===== config.mk =====
export PLATFORM = sky130hd
export DESIGN_NAME = spdif_in
export DESIGN_NICKNAME = d
export VERILOG_FILES = /design/src/rtl/spdif_pkg.sv /design/src/rtl/spdif_pulse_timer.sv /design/src/rtl/spdif_in.sv
export SDC_FILE = /design/constraint.sdc
export NUM_CORES = 1
export LEC_CHECK = 0
export ABC_CLOCK_PERIOD_IN_PS = 2800
export CAP_MARGIN = 20
export CORE_MARGIN = 2
export CORE_UTILIZATION = 52
export DETAILED_ROUTE_END_ITERATION = 10
export PLACE_DENSITY = 0.73
export SYNTH_ARGS = -nofsm -noshare
export SYNTH_HDL_FRONTEND = slang
export SYNTH_HIERARCHICAL = 1
export SYNTH_SLANG_ARGS = --single-unit

===== constraint.sdc =====
create_clock -name clk -period 2.8 [get_ports clk]
set_input_delay 0.42 -clock clk [delete_from_list [all_inputs] [get_ports clk]]
set_output_delay 0.42 -clock clk [all_outputs]
set_load 0.02 [all_outputs]

===== src/rtl/spdif_pkg.sv =====
// Shared types and default timing for the S/PDIF receive path.
// Pulse classes, preamble kinds and the half-cell width thresholds at 98.304 MHz / 48 kHz.
package spdif_pkg;

  typedef enum logic [1:0] {
    PRE_B = 2'd0,
    PRE_M = 2'd1,
    PRE_W = 2'd2
  } preamble_t;

  typedef enum logic [1:0] {
    P1   = 2'd0,
    P2   = 2'd1,
    P3   = 2'd2,
    PERR = 2'd3
  } pulse_class_t;

  typedef struct packed {
    logic      hit;
    preamble_t kind;
  } pre_match_t;

  localparam int DEF_UI_CLKS    = 16;
  localparam int DEF_SHORT_MIN  = 4;
  localparam int DEF_SHORT_MAX  = DEF_UI_CLKS + DEF_UI_CLKS / 2;
  localparam int DEF_MEDIUM_MAX = 2 * DEF_UI_CLKS + DEF_UI_CLKS / 2;
  localparam int DEF_LONG_MAX   = 3 * DEF_UI_CLKS + DEF_UI_CLKS / 2;
  localparam int DEF_LOCK_COUNT = 4;

  // Preamble width sequences, first pulse in the top two bits.
  localparam logic [7:0] PAT_B = 8'b10_00_00_10;
  localparam logic [7:0] PAT_M = 8'b10_10_00_00;
  localparam logic [7:0] PAT_W = 8'b10_01_00_01;

  function automatic pre_match_t match_preamble(input logic [7:0] seq);
    pre_match_t m;
    m.hit  = 1'b1;
    m.kind = PRE_B;
    if (seq == PAT_B)      m.kind = PRE_B;
    else if (seq == PAT_M) m.kind = PRE_M;
    else if (seq == PAT_W) m.kind = PRE_W;
    else                   m.hit  = 1'b0;
    return m;
  endfunction

endpackage


===== src/rtl/spdif_pulse_timer.sv =====
// Synchronises the S/PDIF line, measures the time between transitions and
// classifies each completed pulse as 1, 2 or 3 UI (or an error).
module spdif_pulse_timer
  import spdif_pkg::*;
#(
  parameter int SHORT_MIN  = DEF_SHORT_MIN,
  parameter int SHORT_MAX  = DEF_SHORT_MAX,
  parameter int MEDIUM_MAX = DEF_MEDIUM_MAX,
  parameter int LONG_MAX   = DEF_LONG_MAX
) (
  input  logic         clk,
  input  logic         rst,
  input  logic         spdif_async,
  output pulse_class_t pulse_class,
  output logic         class_strobe,
  output logic         timeout
);

  localparam int CW = $clog2(LONG_MAX + 2);

  // [0],[1] synchroniser, [2] previous synchronised sample
  logic [2:0]    sync_q;
  logic          edge_det;
  logic [CW-1:0] width_cnt;
  pulse_class_t  cls_c;

  assign edge_det = sync_q[1] ^ sync_q[2];
  assign timeout  = (width_cnt == CW'(LONG_MAX + 1));

  always_ff @(posedge clk) begin
    if (rst) begin
      sync_q    <= '0;
      width_cnt <= '0;
    end else begin
      sync_q <= {sync_q[1:0], spdif_async};
      if (edge_det)
        width_cnt <= CW'(1);
      else if (!timeout)
        width_cnt <= width_cnt + CW'(1);
    end
  end

  always_comb begin
    cls_c = PERR;
    if (width_cnt < CW'(SHORT_MIN))        cls_c = PERR;
    else if (width_cnt <= CW'(SHORT_MAX))  cls_c = P1;
    else if (width_cnt <= CW'(MEDIUM_MAX)) cls_c = P2;
    else if (width_cnt <= CW'(LONG_MAX))   cls_c = P3;
    else                                   cls_c = PERR;
  end

  always_ff @(posedge clk) begin
    if (rst) begin
      pulse_class  <= P1;
      class_strobe <= 1'b0;
    end else begin
      class_strobe <= edge_det;
      if (edge_det) pulse_class <= cls_c;
    end
  end

endmodule


===== src/rtl/spdif_in.sv =====
// S/PDIF receiver: preamble/biphase FSM, subframe assembly, parity, lock
// tracking and left/right pairing on top of the pulse timer.
module spdif_in
  import spdif_pkg::*;
#(
  parameter int SHORT_MIN  = DEF_SHORT_MIN,
  parameter int SHORT_MAX  = DEF_SHORT_MAX,
  parameter int MEDIUM_MAX = DEF_MEDIUM_MAX,
  parameter int LONG_MAX   = DEF_LONG_MAX,
  parameter int LOCK_COUNT = DEF_LOCK_COUNT
) (
  input  logic        clk,
  input  logic        rst,
  input  logic        spdif_async,
  output logic [23:0] audio_left,
  output logic [23:0] audio_right,
  output logic        data_valid,
  output logic        block_start,
  output logic [1:0]  validity,
  output logic        locked,
  output logic        parity_error
);

  localparam int LCW = $clog2(LOCK_COUNT + 1);

  typedef enum logic [2:0] {
    ST_SEARCH = 3'd0,
    ST_PRE    = 3'd1,
    ST_DATA   = 3'd2,
    ST_HALF   = 3'd3,
    ST_ERROR  = 3'd4
  } state_t;

  pulse_class_t pulse_class;
  logic         class_strobe;
  logic         timeout;

  state_t       state_q, state_d;
  logic [1:0]   pre_idx_q, pre_idx_d;
  logic [5:0]   pre_seq_q, pre_seq_d;
  preamble_t    pre_kind_q, pre_kind_d;
  logic [4:0]   bit_cnt_q, bit_cnt_d;
  logic [31:4]  sub_sr;
  logic         sub_done_q;
  logic         shift_en, shift_bit, sub_end;
  pre_match_t   pre_hit;

  logic [LCW-1:0] lock_cnt;
  logic           left_pending;
  logic [23:0]    left_word;
  logic           left_v;
  logic           left_is_b;

  spdif_pulse_timer #(
    .SHORT_MIN  (SHORT_MIN),
    .SHORT_MAX  (SHORT_MAX),
    .MEDIUM_MAX (MEDIUM_MAX),
    .LONG_MAX   (LONG_MAX)
  ) u_timer (
    .clk          (clk),
    .rst          (rst),
    .spdif_async  (spdif_async),
    .pulse_class  (pulse_class),
    .class_strobe (class_strobe),
    .timeout      (timeout)
  );

  always_comb begin
    state_d    = state_q;
    pre_idx_d  = pre_idx_q;
    pre_seq_d  = pre_seq_q;
    pre_kind_d = pre_kind_q;
    bit_cnt_d  = bit_cnt_q;
    shift_en   = 1'b0;
    shift_bit  = 1'b0;
    sub_end    = 1'b0;
    pre_hit    = match_preamble({pre_seq_q, pulse_class});
    case (state_q)
      ST_SEARCH: begin
        if (class_strobe && pulse_class == P3) begin
          state_d   = ST_PRE;
          pre_idx_d = 2'd1;
          pre_seq_d = {4'b0000, P3};
        end
      end
      ST_PRE: begin
        if (timeout) begin
          state_d = ST_ERROR;
        end else if (class_strobe) begin
          if (pre_idx_q == 2'd3) begin
            if (pre_hit.hit) begin
              state_d    = ST_DATA;
              pre_kind_d = pre_hit.kind;
              bit_cnt_d  = 5'd4;
            end else begin
              state_d = ST_ERROR;
            end
          end else begin
            pre_seq_d = {pre_seq_q[3:0], pulse_class};
            pre_idx_d = pre_idx_q + 2'd1;
          end
        end
      end
      ST_DATA: begin
        if (timeout) begin
          state_d = ST_ERROR;
        end else if (class_strobe) begin
          case (pulse_class)
            P2:      shift_en = 1'b1;
            P1:      state_d  = ST_HALF;
            default: state_d  = ST_ERROR;
          endcase
        end
      end
      ST_HALF: begin
        if (timeout) begin
          state_d = ST_ERROR;
        end else if (class_strobe) begin
          if (pulse_class == P1) begin
            shift_en  = 1'b1;
            shift_bit = 1'b1;
            state_d   = ST_DATA;
          end else begin
            state_d = ST_ERROR;
          end
        end
      end
      ST_ERROR: state_d = ST_SEARCH;
      default:  state_d = ST_SEARCH;
    endcase
    // The pulse ending bit 31 also ends the subframe; the next pulse opens a preamble.
    if (shift_en) begin
      if (bit_cnt_q == 5'd31) begin
        sub_end   = 1'b1;
        state_d   = ST_PRE;
        pre_idx_d = 2'd0;
      end else begin
        bit_cnt_d = bit_cnt_q + 5'd1;
      end
    end
  end

  always_ff @(posedge clk) begin
    if (rst) begin
      state_q    <= ST_SEARCH;
      pre_idx_q  <= '0;
      pre_seq_q  <= '0;
      pre_kind_q <= PRE_B;
      bit_cnt_q  <= '0;
      sub_sr     <= '0;
      sub_done_q <= 1'b0;
    end else begin
      state_q    <= state_d;
      pre_idx_q  <= pre_idx_d;
      pre_seq_q  <= pre_seq_d;
      pre_kind_q <= pre_kind_d;
      bit_cnt_q  <= bit_cnt_d;
      sub_done_q <= sub_end;
      if (shift_en) sub_sr <= {shift_bit, sub_sr[31:5]};
    end
  end

  // data_valid is a one-cycle strobe with no back-pressure: the consumer must
  // take audio_left/right, validity and block_start in that cycle.
  always_ff @(posedge clk) begin
    if (rst) begin
      audio_left   <= '0;
      audio_right  <= '0;
      data_valid   <= 1'b0;
      block_start  <= 1'b0;
      validity     <= '0;
      locked       <= 1'b0;
      parity_error <= 1'b0;
      lock_cnt     <= '0;
      left_pending <= 1'b0;
      left_word    <= '0;
      left_v       <= 1'b0;
      left_is_b    <= 1'b0;
    end else begin
      data_valid   <= 1'b0;
      parity_error <= 1'b0;
      if (state_q == ST_ERROR) begin
        locked       <= 1'b0;
        lock_cnt     <= '0;
        left_pending <= 1'b0;
      end else if (sub_done_q) begin
        if (^sub_sr) begin
          parity_error <= 1'b1;
          locked       <= 1'b0;
          lock_cnt     <= '0;
          left_pending <= 1'b0;
        end else begin
          if (lock_cnt < LCW'(LOCK_COUNT)) lock_cnt <= lock_cnt + LCW'(1);
          if (lock_cnt >= LCW'(LOCK_COUNT - 1)) locked <= 1'b1;
          if (pre_kind_q != PRE_W) begin
            left_word    <= sub_sr[27:4];
            left_v       <= sub_sr[28];
            left_is_b    <= (pre_kind_q == PRE_B);
            left_pending <= 1'b1;
          end else begin
            left_pending <= 1'b0;
            // Pairing uses the lock state from before this subframe.
            if (left_pending && locked) begin
              audio_left  <= left_word;
              audio_right <= sub_sr[27:4];
              validity    <= {sub_sr[28], left_v};
              block_start <= left_is_b;
              data_valid  <= 1'b1;
            end
          end
        end
      end
    end
  end

endmodule

## Word level (Yosys, flattened, before mapping)

Cells that the tools add are included.

| word-level totals | value |
|---|---|
| flip-flop bits (word level) | 143 |
| input bits | 3 |
| output and inout port bits | 54 |
| word-level logic and storage cells | 141 |

| operators by class | value |
|---|---|
| $add $sub $neg | 4 |
| order comparisons | 6 |
| equal/unequal tests | 18 |
| multiplexer cells | 62 |
| bitwise logic cells | 7 |
| reduce and logical (&&, ||, !) cells | 20 |

Operators with widths:

| cell | number |
|---|---|
| 2-to-1 mux 3 bit | 14 |
| 2-to-1 mux 5 bit | 7 |
| parity 28 bit | 1 |
| equality test 8 bit, second input constant | 3 |
| 2-to-1 mux 2 bit | 12 |
| 2-to-1 mux 6 bit | 4 |
| 2-to-1 mux 1 bit | 20 |
| AND reduction 5 bit | 3 |
| less-or-equal comparator 6 bit, second input constant | 2 |
| one-hot mux 3 bit (4 select lines) | 1 |
| one-hot mux 6 bit (2 select lines) | 1 |
| != test 2 bit, second input constant | 4 |
| adder 6 x 1 -> 6 bit, second input constant | 1 |
| equality test 3 x 2 -> 1 bit, second input constant | 2 |
| equality test 6 bit, second input constant | 1 |
| less-or-equal comparator 6 x 5 -> 1 bit, second input constant | 1 |
| less-than comparator 6 x 3 -> 1 bit, second input constant | 1 |
| NOT 1 bit | 6 |
| one-hot mux 3 bit (2 select lines) | 1 |
| nonzero test 2 bit | 3 |
| OR reduction 2 bit | 3 |
| adder 5 x 1 -> 5 bit, second input constant | 1 |
| equality test 5 bit, second input constant | 1 |
| OR reduction 5 bit | 1 |
| 18 further kinds | 23 |

## Longest topological paths before layout

Gate-level depths: netlist of the first run.

| logic depth | value |
|---|---|
| depth in word-level cells | 11 |
| mapped depth | 11 |
| gate-level depth less buffers | 10 |

## Cells and area by module

Netlist of the first run, hierarchy kept.

By module, submodules not included:

| module | instances | cells each | area each (µm²) | sequential area each (µm²) |
|---|---|---|---|---|
| spdif_in | 1 | 583 | 5,677.9 | 2,622.5 |
| spdif_pulse_timer | 1 | 56 | 531.8 | 240.2 |

## Worst setup path after synthesis of the first run

Ideal clock, no wire load.

| timing | value |
|---|---|
| kind | reg-to-reg |
| start point | register u_timer.width_cnt[1] |
| end point | register bit_cnt_q[2] |
| library setup time | 0.091 ns |
| arrival | 2.148 ns |
| required time | 2.709 ns |
| setup slack | 0.561 ns |
| stages on the path, launching flop included | 12 |
| path buffers | 1 |
| clock period less this slack | 2.239 ns |
| cell sequence | dfxtp_1 inv_1 ha_1 nand2_1 nor3_4 nand2b_1 nand3b_1 or4b_1 clkbuf_1 nand2_1 a21oi_1 a311oi_1 |

| between the ends | value |
|---|---|
| word-level cells in the longest chain between the ends | 5 |
| elaborated cells between the ends (all ways) | 8 |
| classes of those cells | eq/ne: 1; mux: 7 |

RTL lines:

| element | line | RTL |
|---|---|---|
| start: declaration | spdif_pulse_timer.sv:24 | `logic [CW-1:0] width_cnt;` |
| start signal: assignment | spdif_pulse_timer.sv:39 | `width_cnt <= width_cnt + CW'(1);` |
| equality test 6 bit (*) | spdif_pulse_timer.sv:28 | `assign timeout = (width_cnt == CW'(LONG_MAX + 1));` |
| named net timeout | spdif_in.sv:36 | `logic timeout;` |
| 2-to-1 mux 5 bit | spdif_in.sv:87 | `if (timeout) begin` |
| 2-to-1 mux 5 bit | spdif_in.sv:78 | `case (state_q)` |
| 2-to-1 mux 5 bit | spdif_in.sv:133 | `if (bit_cnt_q == 5'd31) begin` |
| 2-to-1 mux 5 bit (*) | spdif_in.sv:132 | `if (shift_en) begin` |
| end signal: assignment | spdif_in.sv:157 | `bit_cnt_q <= bit_cnt_d;` |
| end: declaration | spdif_in.sv:42 | `logic [4:0] bit_cnt_q, bit_cnt_d;` |

The timed path passes the listed nets; every way through them passes the cells marked *.
A chain may end at the register's enable or synchronous reset.

## Final worst setup path of the first run

Ends and elaborated chain as after synthesis.

==> results of run 1 <==
[where the power goes]
part | switching (mW) | internal (mW)
combinational | 0.0534 | 0.0483
clock | 0.824 | 1.50
sequential | 0.00954 | 2.04
total | 0.887 | 3.59
[layout make-up]
class | count | area (um^2)
flip-flops and latches | 143 | 2860
multi-input cells | 449 | 3020
fillers | 956 | 4140
repair buffers | 64 | 656
clock buffers | 24 | 492
well taps | 143 | 179
inverters | 10 | 37.5
clock inverters | 8 | 128
[logic make-up after synthesis]
kind of cell / synth area share [%]
buffers and inverters: 5.20
xor gates and xnor gates: 5.10
AOI/OAI and AO/OA: 6.53
muxes: 13.1
adders and majority gates: 1.41
and+or+nand+nor: 22.6
DFF: 46.1
[cell usage in the layout (no fill, tap or decap), types with 3 or more instances in the layout]
master           count
nand2_1             74
nor2b_1              9
nor2_1              21
clkbuf_1             3
inv_1               10
a21oi_1             48
o21a_1               3
buf_12               3
buf_4                6
nand3_1             15
ha_1                 7
clkbuf_16           17
mux2i_1             79
nand2b_1           111
bufinv_16            3
clkdlybuf4s50_1     55
o21ai_0              7
a311oi_1             3
clkbuf_8             4
dfxtp_1            143
xnor2_1             24
xor2_1               5
nor3_1               3
or3_1                3
[worst paths after layout]
check	from	end	slack [ps]	cells after the start
worst max-delay path	u_timer/width_cnt[1]	bit_cnt_q[2]	210	10
worst min-delay path	rst	u_timer/sync_q[1]	320	2
worst min register to register	u_timer/sync_q[0]	u_timer/sync_q[1]	430	1
worst max register to register	u_timer/width_cnt[1]	bit_cnt_q[2]	210	10
[flip-flops by register name, summed over array words and instances (netlist names), 2 cells and up]
signal               cells
u_timer/width_cnt        6
validity                 2
lock_cnt                 3
u_timer/pulse_class      2
state_q                  3
audio_right             24
pre_idx_q                2
left_word               24
pre_seq_q                6
audio_left              24
bit_cnt_q                5
pre_kind_q               2
sub_sr                  28
u_timer/sync_q           3
[synth_stat cells, types with 2 or more instances]
master and count:
mux2i_1 79, or3_1 3, nand3_1 15, and4_4 2
o21a_1 3, nand2_1 74, buf_1 2, a31oi_1 2
nor3_1 3, nor2b_1 9, a311oi_1 3, clkbuf_1 24
inv_1 10, or4b_1 2, buf_12 8, mux2_2 2
a21oi_1 48, buf_6 2, dfxtp_1 143, xor2_1 5
nor4bb_1 2, or2b_1 2, o21ai_0 7, ha_1 7
nand2b_1 111, a211o_1 2, nor2_1 21, and3_1 2
xnor2_1 24, nand4b_1 2, nor3b_1 2
[worst reg2reg max path, stage by stage (launching register included)]
cell	delay, ps
dfxtp_1	370
inv_1	80
ha_1	180
nand2_1	110
nor3_4	80
nand2b_1	170
nand3b_1	270
or4b_1	710
nand2_1	170
a21oi_1	100
a311oi_1	260
[per-stage QoR]
stage / hold WS (ps) / util (%)
floorplan: 414 / -
CTS: 302 / 64.1
global route: 307 / 64.1
global placement: 436 / 58.7
finish: 322 / 64.1
detailed placement: 435 / 58.7
[metal layers]
layer	wire, um	part of all wire [%]	global-route usage (%)	vias up
met5	0	0	0	-
met4	61	0.53	5.45	0
met3	375	3.2	7.12	4
met2	5800	50	33.0	66
met1	5350	46	24.1	2093
li1	-	-	-	2231
==> metrics.txt, run 1 <==
setup TNS=0 ps; Finished Cell Area=around 0.0074 mm^2; clock buffer depth=2; via count=around 4400; CP Buf/Inv Count=1; Max Fclk=between 300 and 400 MHz; die width=about 110 um; critical path type=register to register; synthesized area per cell=between 9 and 10 um^2; routability congestion estimate=approximately 0.88; postcts setup bufs=0; vias in the first global route=4408; die area=around 0.013 mm^2; Crit-path slowest cell=or4b_1; Port Buffers=between 50 and 60; unique cell type count in the Yosys netlist=about 50; critical path, cell by cell=inv_1, ha_1, nand2_1, nor3_4, nand2b_1, nand3b_1, or4b_1, nand2_1, a21oi_1, a311oi_1; placed cells=~810; fin crit period=2590 ps; Hold Buf Count CTS=0; initial antenna violation count=0; Starting Density=between 50% and 60%; fraction of layout cells with a size suffix above 1=between 6 and 7%; Final Max Slew Viols=0; global-route usage over all layers=19.7%; synth warn=6; Synth Flop Type=dfxtp_1; syn nets=~650; CP dominant cell by count=nand2_1; Slew HR=~51%; I/O Pins=57; Hold/Removal Path Class=input pin to register; Worst IR Drop VDD=0.519 mV; area leader, netlist=dfxtp_1; Max FO, Critical Path=7; nets=approximately 700; core area=between 0.01 and 0.015 mm^2; area post-placement=0.00676 mm^2; WL final=between 10000 and 15000 um; Tightest Pin Transition=roughly 730 ps; Synth top area share=between 40% and 50%; CP required=about 3100 ps; critical path launch point type=register; top post-synthesis cells by area=dfxtp_1 (46%), mux2i_1 (13%), nand2b_1 (11%); Layout area overhead=18.8%; non-filler instance count after layout=around 840; Post-DRT Antenna Nets=0; via density per instance=5.22; Pre-antenna DRT Iters=6; Hold Fails Final Rpt=0; die height=approximately 110 um; static leakage=~2.4 nW; CTS buffer count=17; Final HPWL DP=roughly 7600 um; max incr delay on CP=710 ps; Skew-Pair Late Insertion Delay=about 410 ps; synthesized instance count=approximately 640; post_cts resized=0; Power Dens Cells=607 mW/mm^2; CTS tree=yes; synthesized cell area=around 0.0062 mm^2; first-pass GRT wire length=~20000 um; Final WS setup=207 ps; DP Worst Slack=roughly 250 ps; FF+latch count, synth=about 140; Final Setup Violations=0; EDFF count, synth=0; Crit path max-delay family=simple AND/OR/NAND/NOR gates; # diodes=0; DRC errors left=0; Root Driver=clkbuf_16; RSZ-0062 raised after global routing=false; Reg clk slew, reported paths=roughly 50 ps; First DRT Iteration DRCs=217; Tcrit/Tclk final=about 90%; maxcap violations=0; register area share after synthesis=a little under half; Tot Pwr=around 4.5 mW; Synth async-reset ratio=0%; status=completed; CP Capture Type=register; clock sinks=143; gr ovfl total=0; clock skew=9.52 ps; H-tree depth=4; Rows=39; arrival time worst endpoint=a little under 3000 ps; Routed WL per cell=around 14 um; largest net degree at the start of global routing=97
(Power assumes the default switching activity.)
==> run 2: changes to the inputs <==
--- a/config.mk
+++ b/config.mk
@@ -6,10 +6,11 @@
 export NUM_CORES = 1
 export LEC_CHECK = 0
 export ABC_CLOCK_PERIOD_IN_PS = 2800
-export CAP_MARGIN = 20
+export CAP_MARGIN = 10
 export CORE_MARGIN = 2
 export CORE_UTILIZATION = 52
 export DETAILED_ROUTE_END_ITERATION = 10
+export MAX_ROUTING_LAYER = met4
 export PLACE_DENSITY = 0.73
 export SYNTH_ARGS = -nofsm -noshare
 export SYNTH_HDL_FRONTEND = slang
==> metrics.txt, run 2 (synthesized netlist as in run 1, its figures left out) <==
max reg flops=28 (unchanged); initial antenna violation count=0 (unchanged); Crit path max-delay family=simple AND/OR/NAND/NOR gates; Max FO, Critical Path=7 (unchanged); Crit-path slowest cell=or4b_1; maxcap violations=0 (unchanged); via density per instance=5.23 (about the same); largest net degree at the start of global routing=97 (unchanged); postcts setup bufs=0 (unchanged); # diodes=0 (unchanged); Rows=39 (unchanged); via count=4395 (+0.023%); CTS tree=yes; Worst R2R End=bit_cnt_q[2]; core area=0.0115 mm^2 (unchanged); Slew HR=50.8% (-0.50 points); CP required=3120 ps (about the same); nets=695 (unchanged); WL final=11600 um (+0.34%); Starting Density=53.9% (unchanged); Levels on crit path=10 (unchanged); sw frac=19.9% (+0.055 points); Hold/Removal Path Class=input pin to register; post_cts resized=0 (unchanged); max incr delay on CP=710 ps (about the same); clock share of power=51.9% (about the same); setup TNS=0 ps (unchanged); Finished Cell Area=0.00738 mm^2 (unchanged); First DRT Iteration DRCs=215 (-0.92%); CTS buffer count=17 (unchanged); routability congestion estimate=0.899 (+1.7%); R2R Path Start=u_timer/width_cnt[1]; global-route usage over all layers=20.3% (+0.62 points); most frequent cells in the layout=dfxtp_1 (143), nand2b_1 (111), mux2i_1 (79), nand2_1 (74), clkdlybuf4s50_1 (55); DRC errors left=0 (unchanged); fraction of layout cells with a size suffix above 1=6.73% (unchanged); Final WS setup=221 ps (+13.4 ps); Post-Route Hold Slack=321 ps (-1.13 ps); DP Worst Slack=246 ps (unchanged); Skew-Pair Late Insertion Delay=420 ps (about the same); RSZ-0062 raised after global routing=false; Max Fclk=388 MHz (+0.52%); Comb pwr share=2.3% (about the same); fillers=956 (unchanged); arrival time worst endpoint=2900 ps (about the same); cell depth of the worst flop-to-flop path=10 (unchanged); critical path launch point type=register; Routed WL per cell=13.8 um (+0.34%); static leakage=2.44 nW (unchanged); Hold Fails Final Rpt=0 (unchanged); status=completed; CP dominant cell by count=nand2_1; Final HPWL DP=7610 um (unchanged); area occupied by multi-input gates=0.00302 mm^2 (unchanged); I/O Pins=57 (unchanged); Pint=3.59 mW (about the same); critical path, cell by cell=inv_1, ha_1, nand2_1, nor3_4, nand2b_1, nand3b_1, or4b_1, nand2_1, a21oi_1, a311oi_1; Pre-antenna DRT Iters=4 (-2); Tcrit/Tclk final=92.1% (-0.48 points); critical path type=register to register; area post-placement=0.00676 mm^2 (unchanged); Seq pwr share=45.8% (about the same); Port Buffers=56 (unchanged); first-pass GRT wire length=20400 um (about the same); Post-DRT Antenna Nets=0 (unchanged); Sequential Area=0.00286 mm^2 (unchanged); Reg with most FFs=sub_sr; Psw=0.890 mW (+0.33%); worst setup path startpoint=u_timer/width_cnt[1]; fin crit period=2580 ps (-13.4 ps); clock skew=8.96 ps (-0.568 ps); clock sinks=143 (unchanged); clock buffer depth=2 (unchanged); die area=0.0128 mm^2 (unchanged); Power Dens Cells=607 mW/mm^2 (about the same); commonest non-fill, non-tap cell in the layout=dfxtp_1; Final Setup Violations=0 (unchanged); Worst IR Drop VDD=0.523 mV (+0.77%); Layout area overhead=18.8% (unchanged); Hold Buf Count CTS=0 (unchanged); Final Max Slew Viols=0 (unchanged); Root Driver=clkbuf_16; worst setup path endpoint=bit_cnt_q[2]; H-tree depth=4 (unchanged); Reg clk slew, reported paths=50 ps (about the same); Tightest Pin Transition=736 ps (+7.46 ps); FF-to-FF setup slack=220 ps (about the same); die height=113 um (unchanged); gr ovfl total=0 (unchanged); vias in the first global route=4405 (-0.068%); Tot Pwr=4.48 mW (about the same); CP Buf/Inv Count=1 (unchanged); CP Capture Type=register; die width=113 um (unchanged)
-- run 2: final cells by class --
class | instances | area share [%]
clock inverters | 8 | 1.73
multi-input cells | 449 | 41.0
flip-flops and latches | 143 | 38.8
inverters | 10 | 0.509
well taps | 143 | 2.42
repair buffers | 64 | 8.89
clock buffers | 24 | 6.66
-- run 2: worst min-delay path by stage --
stage                      start                end  slack, ps  depth (start not counted)
2_1_floorplan  u_timer/sync_q[0]  u_timer/sync_q[1]        410                          1
5_1_grt                      rst       pre_seq_q[0]        310                          2
3_5_place_dp   u_timer/sync_q[0]  u_timer/sync_q[1]        440                          1
6_report                     rst  u_timer/sync_q[1]        320                          2
4_1_cts                      rst       pre_seq_q[0]        300                          2
3_3_place_gp        pre_seq_q[5]       pre_seq_q[5]        440                          2
-- run 2: power groups by stage --
stage / Clock (mW) / Sequential (mW) / Combinational [mW]
floorplan: 0 / 2.09 / 0.0829
global placement: 0 / 2.10 / 0.0998
detailed placement: 0 / 2.10 / 0.102
CTS: 2.37 / 2.05 / 0.102
global route: 2.49 / 2.05 / 0.113
finish: 2.33 / 2.05 / 0.102
-- run 2: through the flow --
| stage | std cells | util, % |
|---|---|---|
| 3_3_place_gp | 809 | 58.7 |
| 6_report | 841 | 64.1 |
| 4_1_cts | 841 | 64.1 |
| 3_5_place_dp | 809 | 58.7 |
| 5_1_grt | 841 | 64.1 |
| 2_1_floorplan | 639 | - |
-- run 2: layer usage --
metal,part of all wire (%),up-vias,GRT usage (%)
met4,0.73,0,5.45
met1,46,2098,24.1
li1,-,2229,-
met2,50,60,33.0
met3,3.6,8,7.28
met5,0,-,-
==> run 3: changes to the inputs <==
--- a/config.mk
+++ b/config.mk
@@ -8,10 +8,10 @@
 export ABC_CLOCK_PERIOD_IN_PS = 2800
 export CAP_MARGIN = 10
 export CORE_MARGIN = 2
-export CORE_UTILIZATION = 52
+export CORE_UTILIZATION = 57
 export DETAILED_ROUTE_END_ITERATION = 10
 export MAX_ROUTING_LAYER = met4
-export PLACE_DENSITY = 0.73
+export PLACE_DENSITY = 0.79
 export SYNTH_ARGS = -nofsm -noshare
 export SYNTH_HDL_FRONTEND = slang
 export SYNTH_HIERARCHICAL = 1
==> metrics.txt, run 3 (synthesized netlist as in run 1, its figures left out) <==
gr ovfl total=0 (unchanged); global-route usage over all layers=21.2% (+0.89 points); Hold Fails Final Rpt=0 (unchanged); Crit-path slowest cell=or4b_4; CP dominant cell by count=nand2_1; Worst IR Drop VDD=0.409 mV (-22%); max reg flops=28 (unchanged); RSZ-0062 raised after global routing=false; Power Dens Cells=610 mW/mm^2 (+0.43%); static leakage=2.44 nW (about the same); WL final=11600 um (-0.14%); fin crit period=2510 ps (-70.3 ps); clock skew=7.49 ps (-1.47 ps); Tot Pwr=4.50 mW (+0.50%); CTS tree=yes; Root Driver=clkbuf_8; Routed WL per cell=13.9 um (+0.22%); Post-Route Hold Slack=361 ps (+39.9 ps); most frequent cells in the layout=dfxtp_1 (143), nand2b_1 (111), mux2i_1 (79), nand2_1 (74), clkdlybuf4s50_1 (55); maxcap violations=0 (unchanged); via count=4477 (+1.9%); critical path type=register to register; critical path launch point type=register; arrival time worst endpoint=2920 ps (+20 ps); Skew-Pair Late Insertion Delay=520 ps (+100 ps); fraction of layout cells with a size suffix above 1=7.16% (+0.43 points); Slew HR=48.8% (-2.0 points); vias in the first global route=4330 (-1.7%); first-pass GRT wire length=19400 um (-5.2%); Final Max Slew Viols=0 (unchanged); Post-DRT Antenna Nets=0 (unchanged); die area=0.0117 mm^2 (-8.5%); CP Buf/Inv Count=1 (unchanged); Layout area overhead=18.9% (about the same); Tightest Pin Transition=766 ps (+29.9 ps); CP Capture Type=register; Port Buffers=56 (unchanged); Finished Cell Area=0.00738 mm^2 (about the same); Starting Density=57.8% (+3.9 points); status=completed; Final Setup Violations=0 (unchanged); critical path, cell by cell=inv_1, ha_1, nand2_1, nor3_4, nand2b_1, nand3b_1, or4b_4, nand2_1, a21oi_1, a311oi_1; max incr delay on CP=640 ps (-70 ps); clock sinks=143 (unchanged); H-tree depth=4 (unchanged); Tcrit/Tclk final=89.6% (-2.5 points); Final HPWL DP=7620 um (about the same); Hold/Removal Path Class=input pin to register; I/O Pins=57 (unchanged); clock buffer depth=2 (unchanged); die width=108 um (-4.3%); setup TNS=0 ps (unchanged); Pre-antenna DRT Iters=5 (+1); Hold Buf Count CTS=0 (unchanged); commonest non-fill, non-tap cell in the layout=dfxtp_1; nets=695 (unchanged); routability congestion estimate=0.850 (-5.5%); Max FO, Critical Path=7 (unchanged); Max Fclk=399 MHz (+2.8%); First DRT Iteration DRCs=182 (-15%); Reg clk slew, reported paths=60 ps (about the same); Crit path max-delay family=simple AND/OR/NAND/NOR gates; Rows=38 (-2.6%); core area=0.0107 mm^2 (-6.7%); via density per instance=5.34 (+2.2%); # diodes=0 (unchanged); CTS buffer count=17 (unchanged); initial antenna violation count=0 (unchanged); CP required=3210 ps (+90 ps); die height=108 um (-4.3%); Reg with most FFs=sub_sr; postcts setup bufs=0 (unchanged); DRC errors left=0 (unchanged); largest net degree at the start of global routing=56 (-42%); area post-placement=0.00676 mm^2 (about the same)
-- run 3: changes by cell type in the layout (fill, tap and decap cells not counted), moves of 2 or more --
| cell | change |
|---|---|
| clkinv_4 | +2 |
| clkbuf_1 | -2 |
| inv_6 | +2 |
| clkbuf_8 | -3 |
-- run 3: metrics by stage --
| step | util [%] | std cells | setup WS, ps |
|---|---|---|---|
| after CTS | 68.7 | 838 | 186 |
| after global placement | 62.9 | 806 | 413 |
| after global routing | 68.7 | 838 | 118 |
| after detailed placement | 62.9 | 806 | 219 |
| final | 68.7 | 838 | 291 |
| after floorplan | - | 639 | 561 |
-- run 3: area by class of cell --
| class | instances | area (um^2) |
|---|---|---|
| fill | 820 | 3360 |
| clock inverter | 14 | 206 |
| timing repair buffer | 64 | 656 |
| sequential | 143 | 2860 |
| inverter | 10 | 37.5 |
| multi-input combinational | 449 | 3030 |
| clock buffer | 18 | 418 |
| tap | 140 | 175 |
-- run 3: report_power, final --
part / leakage, nW / total, mW / internal, mW / switching, mW
Clock: 0.295 / 2.35 / 1.46 / 0.883
Combinational: 0.993 / 0.101 / 0.0478 / 0.0532
Sequential: 1.15 / 2.05 / 2.04 / 0.0110
Total: 2.44 / 4.50 / 3.56 / 0.948
-- run 3: path summary, 6_finish.rpt --
kind	from	endpoint	slack, ps	depth (start not counted)
worst min register to register	u_timer/sync_q[0]	u_timer/sync_q[1]	450	1
worst max register to register	u_timer/width_cnt[1]	bit_cnt_q[2]	290	10
worst max-delay path	u_timer/width_cnt[1]	bit_cnt_q[2]	290	10
worst min-delay path	rst	u_timer/sync_q[0]	360	2
-- run 3: what timing repair did --
item,4_1_cts,5_1_grt
endpoints found under the hold margin,0,0
setup endpoints to repair,0,1
resized for setup,0,1
-- run 3: worst reg2reg max path, stage by stage, from the launching register on --
cell and delay (ps):
dfxtp_1 370, inv_1 70, ha_1 180, nand2_1 110, nor3_4 70, nand2b_1 180, nand3b_1 280, or4b_4 640
nand2_1 140, a21oi_1 90, a311oi_1 280
-- run 3: metal layers --
layer	track usage, %	part of all wire (%)	vias to the layer above
li1	-	-	2221
met1	23.8	44	2138
met2	36.8	51	98
met3	4.88	3.3	20
met4	7.97	1.6	0
met5	-	0	-
